==> config.mk <==
export PLATFORM = sky130hd
export DESIGN_NAME = bcd_down_counter2_flat
export DESIGN_NICKNAME = d
export VERILOG_FILES = /design/src/rtl/bcd_down_counter2_if.sv /design/src/rtl/bcd_down_counter2.sv /design/src/flat_wrapper.sv
export SDC_FILE = /design/constraint.sdc
export NUM_CORES = 1
export LEC_CHECK = 0
export ABC_CLOCK_PERIOD_IN_PS = 2200
export BUFFER_PORTS_ARGS = -buffer_cell sky130_fd_sc_hd__buf_2
export CAP_MARGIN = 20
export CELL_PAD_IN_SITES_DETAIL_PLACEMENT = 1
export CELL_PAD_IN_SITES_GLOBAL_PLACEMENT = 1
export CORE_UTILIZATION = 41
export DETAILED_ROUTE_END_ITERATION = 8
export HOLD_SLACK_MARGIN = 0.08
export PLACE_DENSITY_LB_ADDON = 0.1
export REMOVE_ABC_BUFFERS = 1
export SYNTH_ARGS = -nofsm -noshare
export SYNTH_HDL_FRONTEND = slang
export SYNTH_SLANG_ARGS = --single-unit
==> constraint.sdc <==
create_clock -name clk -period 2.2 [get_ports clk]
set_input_delay 0.33 -clock clk [delete_from_list [all_inputs] [get_ports clk]]
set_output_delay 0.33 -clock clk [all_outputs]
set_load 0.01 [all_outputs]
==> src/rtl/bcd_down_counter2_if.sv <==
// Control and display bus of the two-digit BCD countdown timer.
// master drives load/start/pause; slave returns the digits and status pulses.
interface bcd_down_counter2_if;
   logic       load;
   logic [3:0] load_tens;
   logic [3:0] load_ones;
   logic       start;
   logic       pause;
   logic [3:0] count_ones;
   logic [3:0] count_tens;
   logic       running;
   logic       done;
   logic       load_err;

   modport master (
      output load, load_tens, load_ones, start, pause,
      input  count_ones, count_tens, running, done, load_err
   );

   modport slave (
      input  load, load_tens, load_ones, start, pause,
      output count_ones, count_tens, running, done, load_err
   );
endinterface

==> src/rtl/bcd_down_counter2.sv <==
// Two-digit BCD countdown timer (99..00) with preset, pause/resume and optional auto-reload.
// All outputs registered; one step every PRESCALE RUN cycles; no backpressure, inputs act every cycle.
module bcd_down_counter2 #(
   parameter int PRESCALE    = 4,
   parameter bit AUTO_RELOAD = 1'b0
) (
   input  logic                clk,
   input  logic                rst,
   bcd_down_counter2_if.slave  bus
);

   localparam int PW = (PRESCALE > 1) ? $clog2(PRESCALE) : 1;

   typedef enum logic [1:0] {IDLE, RUN, PAUSED, EXPIRED} state_t;

   state_t        state_q;
   logic [3:0]    ones_q, tens_q;
   logic [3:0]    pre_ones_q, pre_tens_q;
   logic [PW-1:0] presc_q;
   logic          running_q, done_q, load_err_q;

   logic          load_ok, at_zero, pre_zero, presc_wrap, dec_zero;
   logic [3:0]    dec_ones_d, dec_tens_d;

   always_comb begin
      load_ok    = (bus.load_tens <= 4'd9) && (bus.load_ones <= 4'd9);
      at_zero    = (ones_q == 4'd0) && (tens_q == 4'd0);
      pre_zero   = (pre_ones_q == 4'd0) && (pre_tens_q == 4'd0);
      presc_wrap = (presc_q == PW'(PRESCALE - 1));
      dec_ones_d = ones_q - 4'd1;
      dec_tens_d = tens_q;
      // Borrow from tens; never applied at 00, so digits stay within 0..9.
      if (ones_q == 4'd0) begin
         dec_ones_d = 4'd9;
         dec_tens_d = tens_q - 4'd1;
      end
      dec_zero = (dec_ones_d == 4'd0) && (dec_tens_d == 4'd0);
   end

   always_ff @(posedge clk) begin
      if (rst) begin
         state_q    <= IDLE;
         ones_q     <= 4'd0;
         tens_q     <= 4'd0;
         pre_ones_q <= 4'd0;
         pre_tens_q <= 4'd0;
         presc_q    <= '0;
         running_q  <= 1'b0;
         done_q     <= 1'b0;
         load_err_q <= 1'b0;
      end else begin
         done_q     <= 1'b0;
         load_err_q <= 1'b0;
         if (bus.load) begin
            // A rejected load freezes the whole cycle apart from the error pulse.
            if (load_ok) begin
               ones_q     <= bus.load_ones;
               tens_q     <= bus.load_tens;
               pre_ones_q <= bus.load_ones;
               pre_tens_q <= bus.load_tens;
               presc_q    <= '0;
               state_q    <= IDLE;
               running_q  <= 1'b0;
            end else begin
               load_err_q <= 1'b1;
            end
         end else if (bus.pause) begin
            if (state_q == RUN) begin
               state_q   <= PAUSED;
               running_q <= 1'b0;
            end
         end else if (bus.start && state_q != RUN) begin
            case (state_q)
               IDLE: begin
                  if (!at_zero) begin
                     state_q   <= RUN;
                     running_q <= 1'b1;
                     presc_q   <= '0;
                  end
               end
               PAUSED: begin
                  state_q   <= RUN;
                  running_q <= 1'b1;
               end
               EXPIRED: begin
                  ones_q  <= pre_ones_q;
                  tens_q  <= pre_tens_q;
                  presc_q <= '0;
                  if (!pre_zero) begin
                     state_q   <= RUN;
                     running_q <= 1'b1;
                  end
               end
               default: ;
            endcase
         end else if (state_q == RUN) begin
            if (presc_wrap) begin
               presc_q <= '0;
               // Sitting at 00 while running only happens in auto-reload mode.
               if (at_zero) begin
                  ones_q <= pre_ones_q;
                  tens_q <= pre_tens_q;
               end else begin
                  ones_q <= dec_ones_d;
                  tens_q <= dec_tens_d;
                  if (dec_zero) begin
                     done_q <= 1'b1;
                     if (!AUTO_RELOAD) begin
                        state_q   <= EXPIRED;
                        running_q <= 1'b0;
                     end
                  end
               end
            end else begin
               presc_q <= presc_q + 1'b1;
            end
         end
      end
   end

   assign bus.count_ones = ones_q;
   assign bus.count_tens = tens_q;
   assign bus.running    = running_q;
   assign bus.done       = done_q;
   assign bus.load_err   = load_err_q;

endmodule

==> src/flat_wrapper.sv <==
// flat-port wrapper written by rule: the top's interface ports become plain ports
module bcd_down_counter2_flat 
#(
   parameter int PRESCALE    = 4,
   parameter bit AUTO_RELOAD = 1'b0
)
  (clk, rst, bus_load, bus_load_tens, bus_load_ones, bus_start, bus_pause, bus_count_ones, bus_count_tens, bus_running, bus_done, bus_load_err);
  bcd_down_counter2_if bus_i ();
  input  logic clk;
  input  logic rst;
  input wire logic [$bits(bus_i.load)-1:0] bus_load;
  input wire logic [$bits(bus_i.load_tens)-1:0] bus_load_tens;
  input wire logic [$bits(bus_i.load_ones)-1:0] bus_load_ones;
  input wire logic [$bits(bus_i.start)-1:0] bus_start;
  input wire logic [$bits(bus_i.pause)-1:0] bus_pause;
  output wire logic [$bits(bus_i.count_ones)-1:0] bus_count_ones;
  output wire logic [$bits(bus_i.count_tens)-1:0] bus_count_tens;
  output wire logic [$bits(bus_i.running)-1:0] bus_running;
  output wire logic [$bits(bus_i.done)-1:0] bus_done;
  output wire logic [$bits(bus_i.load_err)-1:0] bus_load_err;
  assign bus_i.load = bus_load;
  assign bus_i.load_tens = bus_load_tens;
  assign bus_i.load_ones = bus_load_ones;
  assign bus_i.start = bus_start;
  assign bus_i.pause = bus_pause;
  assign bus_count_ones = bus_i.count_ones;
  assign bus_count_tens = bus_i.count_tens;
  assign bus_running = bus_i.running;
  assign bus_done = bus_i.done;
  assign bus_load_err = bus_i.load_err;
  bcd_down_counter2 #(.PRESCALE(PRESCALE), .AUTO_RELOAD(AUTO_RELOAD)) u_core (.clk(clk), .rst(rst), .bus(bus_i));
endmodule
Word level (Yosys, flattened, before mapping)
Cells that the tools add are included.
Word-level totals
  register bits after elaboration: 23
  input port bits: 13
  logic and storage cells: 105
  output and inout port bits: 11
Cells by class
  reduce and logical (&&, ||, !) cells: 22
  muxes and demuxes: 51
  magnitude comparators: 2
  add/sub/neg operators: 3
  eq/ne operators: 15
  bitwise gates (word level): 3
Operators by type and width (count)
  4-bit 2-to-1 mux: 18
  2-bit 2-to-1 mux: 17
  4-bit zero test: 6
  4-bit != test, second input constant: 4
  1-bit 2-to-1 mux: 13
  5-bit AND reduction: 2
  9-bit AND reduction: 1
  4-bit <= comparator, second input constant: 2
  4-bit nonzero test: 2
  4-bit by 1-bit subtractor with 4-bit output, second input constant: 2
  7-bit OR reduction: 1
  2-bit == test, second input constant: 3
  6-bit != test, second input constant: 1
  2-bit case mux with 3 select lines: 1
  3-bit nonzero test: 2
  1-bit logical AND: 5
  5-bit != test, second input constant: 1
  2-bit by 1-bit != test with 1-bit output, second input constant: 2
  2-bit case mux with 2 select lines: 1
  3-bit by 2-bit != test with 1-bit output, second input constant: 1
  3-bit != test, second input constant: 1
  1-bit NOT: 3
  1-bit case mux with 3 select lines: 1
  2-bit by 1-bit adder with 2-bit output, second input constant: 1
  other kinds (5): 5

Longest topological paths before layout
Gate-level depths: netlist of the first run.
  depth after elaboration: 11
  depth in mapped cells: 7
  gate-level depth less buffers: 7

Least setup slack after synthesis of the first run
OpenSTA, ideal clock, no wires.
  kind: register -> register
  start point: reg u_core.tens_q[0], in the netlist u_core.bus.count_tens[0]
  end point: reg u_core.tens_q[2], in the netlist u_core.bus.count_tens[2]
  period minus slack after synthesis: 1.853 ns
  path slack: 0.347 ns
  required time: 2.075 ns
  cell stages (with the launch flop): 8
  buffers on the path: 0
  setup time: 0.125 ns
  data arrival time: 1.728 ns
  cells stage by stage: dfxtp_1 -> inv_1 -> ha_1 -> nor3b_2 -> or2_2 -> a221o_2 -> o211ai_1 -> a31oi_1
Between the ends
  word-level cells in the longest chain between the ends: 8
  elaborated cells between the ends (all ways): 10
  classes of those cells: add/sub (1); mux (7); reduce/logical (2)
RTL lines
  start: declaration: RTL line bcd_down_counter2.sv:17  | logic [3:0] ones_q, tens_q;
  start signal: assignment: RTL line bcd_down_counter2.sv:58  | tens_q <= bus.load_tens;
  start signal: assignment: RTL line bcd_down_counter2.sv:87  | tens_q <= pre_tens_q;
  start signal: assignment: RTL line bcd_down_counter2.sv:102  | tens_q <= pre_tens_q;
  4-bit by 1-bit subtractor with 4-bit output or 4-bit zero test (tied branches): RTL line bcd_down_counter2.sv:35, bcd_down_counter2.sv:27
  4-bit 2-to-1 mux or 1-bit logical AND (tied branches): RTL line bcd_down_counter2.sv:33, bcd_down_counter2.sv:27
  4-bit 2-to-1 mux *: RTL line bcd_down_counter2.sv:100  | if (at_zero) begin
  4-bit 2-to-1 mux *: RTL line bcd_down_counter2.sv:97  | if (presc_wrap) begin
  4-bit 2-to-1 mux *: RTL line bcd_down_counter2.sv:96  | end else if (state_q == RUN) begin
  4-bit 2-to-1 mux *: RTL line bcd_down_counter2.sv:72  | end else if (bus.start && state_q != RUN) begin
  4-bit 2-to-1 mux *: RTL line bcd_down_counter2.sv:67  | end else if (bus.pause) begin
  4-bit 2-to-1 mux *: RTL line bcd_down_counter2.sv:54  | if (bus.load) begin
Mark *: on every way between the ends. The rest lies on a longest branch, timed or not. The select of a mux whose other input is x is not followed.
A chain may end at the register's enable or synchronous reset.

Worst setup path after layout of the first run
Same ends and word-level chain as after synthesis.

==> results.json, run 1 <==
{
  "ys_seq_area_frac": 0.313,
  "grt_pass1_wl_um": 6960,
  "core_mm2": 0.00339,
  "min_from": "bus_load_tens[0]",
  "drc": 0,
  "drtIter0Drc": 82,
  "netlist_area_mm2": 0.00147,
  "syn_area_per_cell_um2": 8.40,
  "worst_slack_ns": 0.192,
  "cp-startpoint": "u_core.bus.count_tens[0]",
  "worst_slew_pin_slew_ns": 0.594,
  "critPathMaxFanout": 7,
  "outcome": "complete, no violations",
  "drv_slew": 0,
  "grt_pass1_vias": 1384,
  "vias": 1450,
  "port_buffers": 23,
  "clock_latency_ns": 0.32,
  "synthXorXnorAreaFrac": 0,
  "antenna_cells": 0,
  "finalCritPeriodShare": 0.913,
  "final_cell_mix": "buf_2 (23), dfxtp_1 (23), nand2_1 (21)",
  "ios": 24,
  "cts.clk_slew.worst_paths_ns": 0.14,
  "cp-start-kind": "flip-flop",
  "syn_to_final_growth_pct": 12.3,
  "synth_edf_count": 0,
  "numCtsBuffers": 3,
  "synth_cell_types": 56,
  "drv_cap": 0,
  "gp_congestion": 0.833,
  "pre_cts_ws_ns": 0.163,
  "overflow": 0,
  "dieArea_mm2": 0.00383,
  "rows": 21,
  "tns_ns": 0,
  "period_needed_ns": 2.01,
  "drt-vias-per-instance": 5.92,
  "drt-total-wl_um": 4350,
  "finClkSkew_ns": 0.00592,
  "endpoint_kind": "flip-flop",
  "die_h_um": 61.9,
  "rsz0062_at_grt": "false",
  "max_freq_ghz": 0.498,
  "drive_above_1_share": 0.241,
  "first_pass_iters": 4,
  "synth_fa_ha_area_frac": 0.0255,
  "cts_resized": 0,
  "n_fill_cell": 427,
  "synth-main-ff-cell": "dfxtp_1",
  "synth-simple-area-share": 0.269,
  "worstPathArrival_ns": 2.19,
  "cts_setup_buffers": 0,
  "ir_worst_vdd_v": 0.000246,
  "final_antenna_net_count": 0,
  "hold_buffers": 0,
  "p_leak_nw": 0.638,
  "cts_max_level": 1,
  "slew_headroom": 0.604,
  "synthCells": 175,
  "grt_start_max_net_pins": 20,
  "antenna_found_initial": 0,
  "synth.ff_latch_count": 23,
  "gr-usage-all-layers": 0.254,
  "start_util": 0.434,
  "synthArstFlopShare": 0,
  "utilization": 0.487,
  "hold_viol_final": 0,
  "critPathKind": "reg -> reg",
  "r2r-start": "u_core.bus.count_tens[0]",
  "synth_top_family_by_area": "compound AO/OA/AOI/OAI gates",
  "power_density_mw_per_mm2": 578,
  "yosysWarnings": 0,
  "hold_path_class": "in -> reg",
  "cts_tree": "done",
  "layout.nets": 216,
  "muxShareOfSynthArea": 0.0485,
  "clkSinkCount": 23,
  "setup_viol": 0,
  "clockRootBuffer": "clkbuf_4",
  "synth_compound_area_frac": 0.284,
  "clockBufferDepth": 2,
  "dp_hpwl_um": 3280,
  "cp.required_ns": 2.38,
  "chipWidth_um": 61.9,
  "wl_per_cell_um": 17.7,
  "p_total_mw": 0.955
}
-- cells by family after synthesis --
kind of cell,after synthesis
AOI/OAI and AO/OA,54
and+or+nand+nor,73
DFF,23
muxes,7
adders and majority gates,3
buffers and inverters,15
-- worst max-delay path, stage by stage, from the launching register on --
cell and delay [ns]:
dfxtp_1 0.43, inv_1 0.10, ha_1 0.24, nor3b_2 0.21, or2_2 0.29, a221o_2 0.38
o211ai_1 0.10, a31oi_1 0.12
-- power by group --
group | total [mW] | leakage [nW] | switching, mW | internal, mW
clock | 0.211 | 0.0150 | 0.140 | 0.0711
sequential | 0.474 | 0.188 | 0.0349 | 0.439
combinational | 0.269 | 0.435 | 0.156 | 0.113
total | 0.955 | 0.638 | 0.331 | 0.624
-- final cells by class --
cell class / count / area, um^2 / share of cell area
clock buffer: 4 / 26.3 / 0.0159
inverter: 7 / 26.3 / 0.0159
multi-input combinational: 137 / 927 / 0.562
sequential: 23 / 460 / 0.279
tap: 46 / 57.6 / 0.0349
timing repair buffer: 28 / 153 / 0.0925
-- metrics by stage --
step	cells	instance area [um^2]	hold slack, ns
floorplan	167	1410	0.398
global placement	241	1620	0.472
detailed placement	241	1620	0.481
CTS	245	1650	0.233
global route	245	1650	0.263
finish	245	1650	0.236
-- registers in the layout (all words and copies together) (netlist names) --
register and flops:
u_core.presc_q 2, u_core.pre_ones_q 4, u_core.state_q 2, u_core.bus.count_tens 4, u_core.bus.count_ones 4, u_core.bus.done 1, u_core.pre_tens_q 4, u_core.bus.load_err 1
u_core.bus.running 1
-- synth_stat cells (2+ instances only) --
library cell  instances  share of area
a211oi_1              3          0.015
a21oi_1               9          0.031
a22oi_1               2          0.010
a311oi_1              3          0.018
a31oi_1               3          0.013
a32oi_1               2          0.012
and3_1                2         0.0085
buf_6                 2          0.015
clkbuf_1              2         0.0051
dfxtp_1              23           0.31
ha_1                  3          0.026
inv_1                 7          0.018
mux2i_1               6          0.041
nand2_1              21          0.054
nand2b_1              4          0.017
nand3_1               4          0.014
nor2_1               19          0.049
nor2b_1               3          0.013
nor3_1                2         0.0068
nor4_1                3          0.013
nor4b_1               2          0.012
o211ai_1              5          0.026
o21a_1                2          0.010
o21ai_0               9          0.031
o221a_2               2          0.015
o31ai_1               2          0.010
-- layer usage --
layer / global-route usage / vias up / share of wire
li1: - / 703 / -
met1: 0.365 / 704 / 0.48
met2: 0.386 / 35 / 0.45
met3: 0.0290 / 8 / 0.043
met4: 0.102 / 0 / 0.019
met5: 0 / - / 0
-- final timing paths --
kind | endpoint | slack, ns | depth (start not counted)
worst max-delay path | u_core.bus.count_tens[2] | 0.19 | 7
worst max register to register | u_core.bus.count_tens[2] | 0.19 | 7
worst min register to register | u_core.pre_tens_q[0] | 0.50 | 2
worst min-delay path | u_core.pre_tens_q[0] | 0.24 | 3
(Power assumes the default switching activity.)
==> run 2, diff against run 1 <==
--- a/config.mk
+++ b/config.mk
@@ -10,10 +10,12 @@
 export CAP_MARGIN = 20
 export CELL_PAD_IN_SITES_DETAIL_PLACEMENT = 1
 export CELL_PAD_IN_SITES_GLOBAL_PLACEMENT = 1
+export CORE_MARGIN = 2
 export CORE_UTILIZATION = 41
 export DETAILED_ROUTE_END_ITERATION = 8
 export HOLD_SLACK_MARGIN = 0.08
 export PLACE_DENSITY_LB_ADDON = 0.1
+export RECOVER_POWER = 25
 export REMOVE_ABC_BUFFERS = 1
 export SYNTH_ARGS = -nofsm -noshare
 export SYNTH_HDL_FRONTEND = slang
==> results.json, run 2 (synthesized netlist as in run 1, its figures left out) <==
{
  "outcome": "complete, no violations",
  "syn_to_final_growth_pct": 10.9,
  "worst_slack_ns": 0.255,
  "crit_chain": "inv_1 -> ha_1 -> nor3b_2 -> or2_2 -> a221o_2 -> o211ai_1 -> a31oi_1",
  "die_h_um": 63.9,
  "wl_per_cell_um": 17.9,
  "drtIter0Drc": 60,
  "rsz0062_at_grt": "false",
  "cp-start-kind": "flip-flop",
  "power_frac_clock": 0.213,
  "ios": 24,
  "p_switching_mw": 0.323,
  "clockBufferDepth": 2,
  "critPathKind": "reg -> reg",
  "max_freq_ghz": 0.514,
  "rows": 21,
  "port_buffers": 23,
  "n_fill_cell": 428,
  "intPower_mw": 0.621,
  "power_density_mw_per_mm2": 579,
  "clkSinkCount": 23,
  "finalCritPeriodShare": 0.884,
  "start_util": 0.434,
  "drv_cap": 0,
  "numCtsBuffers": 3,
  "grt_start_max_net_pins": 20,
  "swShare": 0.342,
  "antenna_cells": 0,
  "grt_pass1_wl_um": 7500,
  "seqPwrFrac": 0.502,
  "p_leak_nw": 0.616,
  "crit_path_top_delay_cell": "dfxtp_1",
  "core_mm2": 0.00339,
  "grt_use_met3": 0.0264,
  "drv_slew": 0,
  "comb_power_share": 0.286,
  "met1_usage": 0.327,
  "timing.hold.ws_ns": 0.252,
  "cts_tree": "done",
  "hold_viol_final": 0,
  "layout.nets": 216,
  "final_common_cell": "dfxtp_1",
  "vias": 1447,
  "antenna_found_initial": 0,
  "drt-total-wl_um": 4390,
  "worst_slew_pin_slew_ns": 0.515,
  "overflow": 0,
  "tns_ns": 0,
  "ir_worst_vdd_v": 0.000251,
  "worstPathArrival_ns": 2.15,
  "regArea_um2": 460,
  "clock_latency_ns": 0.31,
  "gr-usage-all-layers": 0.235,
  "drc": 0,
  "final_antenna_net_count": 0,
  "period_needed_ns": 1.94,
  "busiest_layer": "met2",
  "grt_pass1_vias": 1470,
  "placed_area_mm2": 0.00162,
  "path_delay_family": "compound AO/OA/AOI/OAI gates",
  "first_pass_iters": 4,
  "cp.required_ns": 2.41,
  "chipWidth_um": 63.9,
  "multiInputGateArea_um2": 916,
  "gp_congestion": 0.901,
  "setup_viol": 0,
  "hold_path_class": "in -> reg",
  "grtUsageMet2": 0.382,
  "slowest_delay_ns": 0.41,
  "clockRootBuffer": "clkbuf_4",
  "drive_above_1_share": 0.211,
  "cts_max_level": 1,
  "critPathMaxFanout": 7,
  "pre_cts_ws_ns": 0.133,
  "cp_num_buf_inv": 1,
  "final_area_mm2": 0.00163,
  "endpoint_kind": "flip-flop",
  "cts.clk_slew.worst_paths_ns": 0.13,
  "slew_headroom": 0.654,
  "drt-vias-per-instance": 5.91,
  "dp_hpwl_um": 3340,
  "final_cell_mix": "dfxtp_1 (23), nand2_1 (21), nor2_1 (19), buf_2 (19)",
  "dieArea_mm2": 0.00408,
  "finClkSkew_ns": 0.00253
}
-- run 2: changes by cell type in the layout (fill, tap and decap cells not counted) --
cell,change
clkbuf_1,+5
buf_2,-4
buf_4,-1
nor3_1,+1
nor3_4,-1
-- run 2: what timing repair did --
| action | 4_1_cts | 5_1_grt |
|---|---|---|
| setup endpoints to repair | 0 | 1 |
| setup buffers | 0 | 0 |
| gates resized for setup | 0 | 1 |
| endpoints found under the hold margin | 0 | 0 |
| hold buffers | 0 | 0 |
-- run 2: cell type report --
class,count,share of cell area
flip-flops and latches,23,0.282
inverters,7,0.0161
multi-input cells,137,0.562
repair buffers,28,0.0883
clock buffers,4,0.0161
well taps,46,0.0353
-- run 2: path summary, 6_finish.rpt --
kind                            start                  endpoint  slack, ns  depth (start not counted)
max          u_core.bus.count_tens[0]  u_core.bus.count_tens[2]       0.26                          7
min                  bus_load_ones[0]      u_core.pre_ones_q[0]       0.25                          3
max reg2reg  u_core.bus.count_tens[0]  u_core.bus.count_tens[2]       0.26                          7
min reg2reg      u_core.pre_ones_q[1]      u_core.pre_ones_q[1]       0.49                          2
-- run 2: layer usage --
| layer | part of all wire | vias up |
|---|---|---|
| li1 | - | 704 |
| met1 | 0.48 | 702 |
| met2 | 0.46 | 33 |
| met3 | 0.030 | 8 |
| met4 | 0.025 | 0 |
| met5 | 0 | - |
-- run 2: metrics by stage --
step / utilization / instances / power [mW]
6_report: 0.481 / 245 / 0.944
5_1_grt: 0.481 / 245 / 1.01
4_1_cts: 0.485 / 245 / 0.956
3_5_place_dp: 0.478 / 241 / 0.751
3_3_place_gp: 0.478 / 241 / 0.745
2_1_floorplan: - / 167 / 0.649
-- run 2: power by group through the flow --
stage / combinational [mW] / clock, mW / sequential, mW
2_1_floorplan: 0.170 / 0 / 0.479
3_3_place_gp: 0.265 / 0 / 0.481
3_5_place_dp: 0.270 / 0 / 0.482
4_1_cts: 0.272 / 0.211 / 0.473
5_1_grt: 0.299 / 0.232 / 0.478
6_report: 0.270 / 0.201 / 0.474
-- run 2: tightest hold or removal path: cells and delay by family --
| kind | cells | cell delay [ns] |
|---|---|---|
| and+or+nand+nor | 1 | 0.05 |
| AOI/OAI and AO/OA | 1 | 0.05 |
| buffers and inverters | 1 | 0.10 |
==> run 3, diff against run 2 <==
--- a/config.mk
+++ b/config.mk
@@ -16,7 +16,6 @@
 export HOLD_SLACK_MARGIN = 0.08
 export PLACE_DENSITY_LB_ADDON = 0.1
 export RECOVER_POWER = 25
-export REMOVE_ABC_BUFFERS = 1
 export SYNTH_ARGS = -nofsm -noshare
 export SYNTH_HDL_FRONTEND = slang
 export SYNTH_SLANG_ARGS = --single-unit
==> results.json, run 3 (synthesized netlist as in run 1, its figures left out) <==
{
  "outcome": "complete, no violations",
  "core_mm2": 0.00339,
  "numCtsBuffers": 3,
  "cts_tree": "done",
  "power_density_mw_per_mm2": 586,
  "period_needed_ns": 1.93,
  "max_freq_ghz": 0.518,
  "dieArea_mm2": 0.00408,
  "grt_start_max_net_pins": 20,
  "syn_to_final_growth_pct": 10.5,
  "critPathKind": "reg -> reg",
  "vias": 1446,
  "antenna_cells": 0,
  "finalCritPeriodShare": 0.877,
  "dp_hpwl_um": 3390,
  "cp.required_ns": 2.43,
  "port_buffers": 23,
  "final_common_cell": "dfxtp_1",
  "gr-usage-all-layers": 0.233,
  "overflow": 0,
  "antenna_found_initial": 0,
  "gp_congestion": 0.850,
  "hold_path_class": "in -> reg",
  "ir_worst_vdd_v": 0.000222,
  "worst_slew_pin_slew_ns": 0.550,
  "hold_viol_final": 0,
  "layout.nets": 215,
  "min_from": "bus_load_tens[0]",
  "grt_pass1_wl_um": 7400,
  "chipWidth_um": 63.9,
  "final_cell_mix": "dfxtp_1 (23), nand2_1 (21), nor2_1 (19), buf_2 (19)",
  "cts.clk_slew.worst_paths_ns": 0.14,
  "clkSinkCount": 23,
  "drv_cap": 0,
  "drv_slew": 0,
  "drt-total-wl_um": 4330,
  "finClkSkew_ns": 0.00346,
  "critPathMaxFanout": 7,
  "wl_per_cell_um": 17.7,
  "ios": 24,
  "clockRootBuffer": "clkbuf_4",
  "die_h_um": 63.9,
  "tns_ns": 0,
  "p_leak_nw": 0.614,
  "rows": 21,
  "cp-start-kind": "flip-flop",
  "grt_pass1_vias": 1508,
  "drive_above_1_share": 0.212,
  "first_pass_iters": 4,
  "drt-vias-per-instance": 5.93,
  "slew_headroom": 0.630,
  "final_antenna_net_count": 0,
  "start_util": 0.434,
  "synth_nets": 191,
  "rsz0062_at_grt": "false",
  "clock_latency_ns": 0.32,
  "p_total_mw": 0.952,
  "drtIter0Drc": 49,
  "endpoint_kind": "flip-flop",
  "hold_buffers": 0,
  "clockBufferDepth": 2,
  "r2r-start": "u_core.bus.count_tens[0]",
  "cp-startpoint": "u_core.bus.count_tens[0]",
  "setup_viol": 0,
  "worstPathArrival_ns": 2.16,
  "cts_max_level": 1,
  "drc": 0
}
-- run 3: through the flow --
step / setup WS, ns / std cells / util / area [um^2] / hold WS, ns
global route: 0.0974 / 244 / 0.479 / 1620 / 0.257
finish: 0.271 / 244 / 0.479 / 1620 / 0.245
detailed placement: 0.205 / 240 / 0.475 / 1610 / 0.476
floorplan: 0.347 / 175 / - / 1470 / 0.445
global placement: 0.283 / 240 / 0.475 / 1610 / 0.479
CTS: 0.168 / 244 / 0.484 / 1640 / 0.240
-- run 3: report_power, final --
part / switching, mW / internal (mW) / total [mW]
sequential: 0.0333 / 0.439 / 0.473
combinational: 0.157 / 0.110 / 0.266
clock: 0.145 / 0.0682 / 0.213
total: 0.335 / 0.617 / 0.952
-- run 3: cell type report --
| type | count | area (um^2) |
|---|---|---|
| fill | 431 | 1770 |
| multi-input combinational | 137 | 916 |
| sequential | 23 | 460 |
| timing repair buffer | 27 | 136 |
| tap | 46 | 57.6 |
| inverter | 7 | 26.3 |
| clock buffer | 3 | 22.5 |
| clock inverter | 1 | 5.00 |
-- run 3: path summary, 6_finish.rpt --
kind | end | cells past startpoint | slack (ns)
setup / recovery | u_core.bus.count_tens[2] | 7 | 0.27
hold / removal | u_core.pre_tens_q[0] | 3 | 0.25
setup reg to reg | u_core.bus.count_tens[2] | 7 | 0.27
hold reg to reg | u_core.pre_ones_q[1] | 2 | 0.50
-- run 3: metal layers --
| metal | global-route usage | routed length [um] | vias up |
|---|---|---|---|
| met5 | 0 | 0 | - |
| met4 | 0.0870 | 80 | 0 |
| met3 | 0.0299 | 125 | 8 |
| met2 | 0.383 | 2060 | 26 |
| met1 | 0.312 | 2070 | 711 |
| li1 | - | - | 701 |
-- run 3: worst max-delay path, stage by stage, from the launching register on --
cell	delay (ns)
dfxtp_1	0.42
inv_1	0.10
ha_1	0.24
nor3b_2	0.22
or2_2	0.29
a221o_2	0.39
o211ai_1	0.09
a31oi_1	0.09
-- run 3: timing repair --
action | 4_1_cts | 5_1_grt
gates resized for setup | 0 | 1
setup endpoints to repair | 0 | 1
setup buffers | 0 | 0
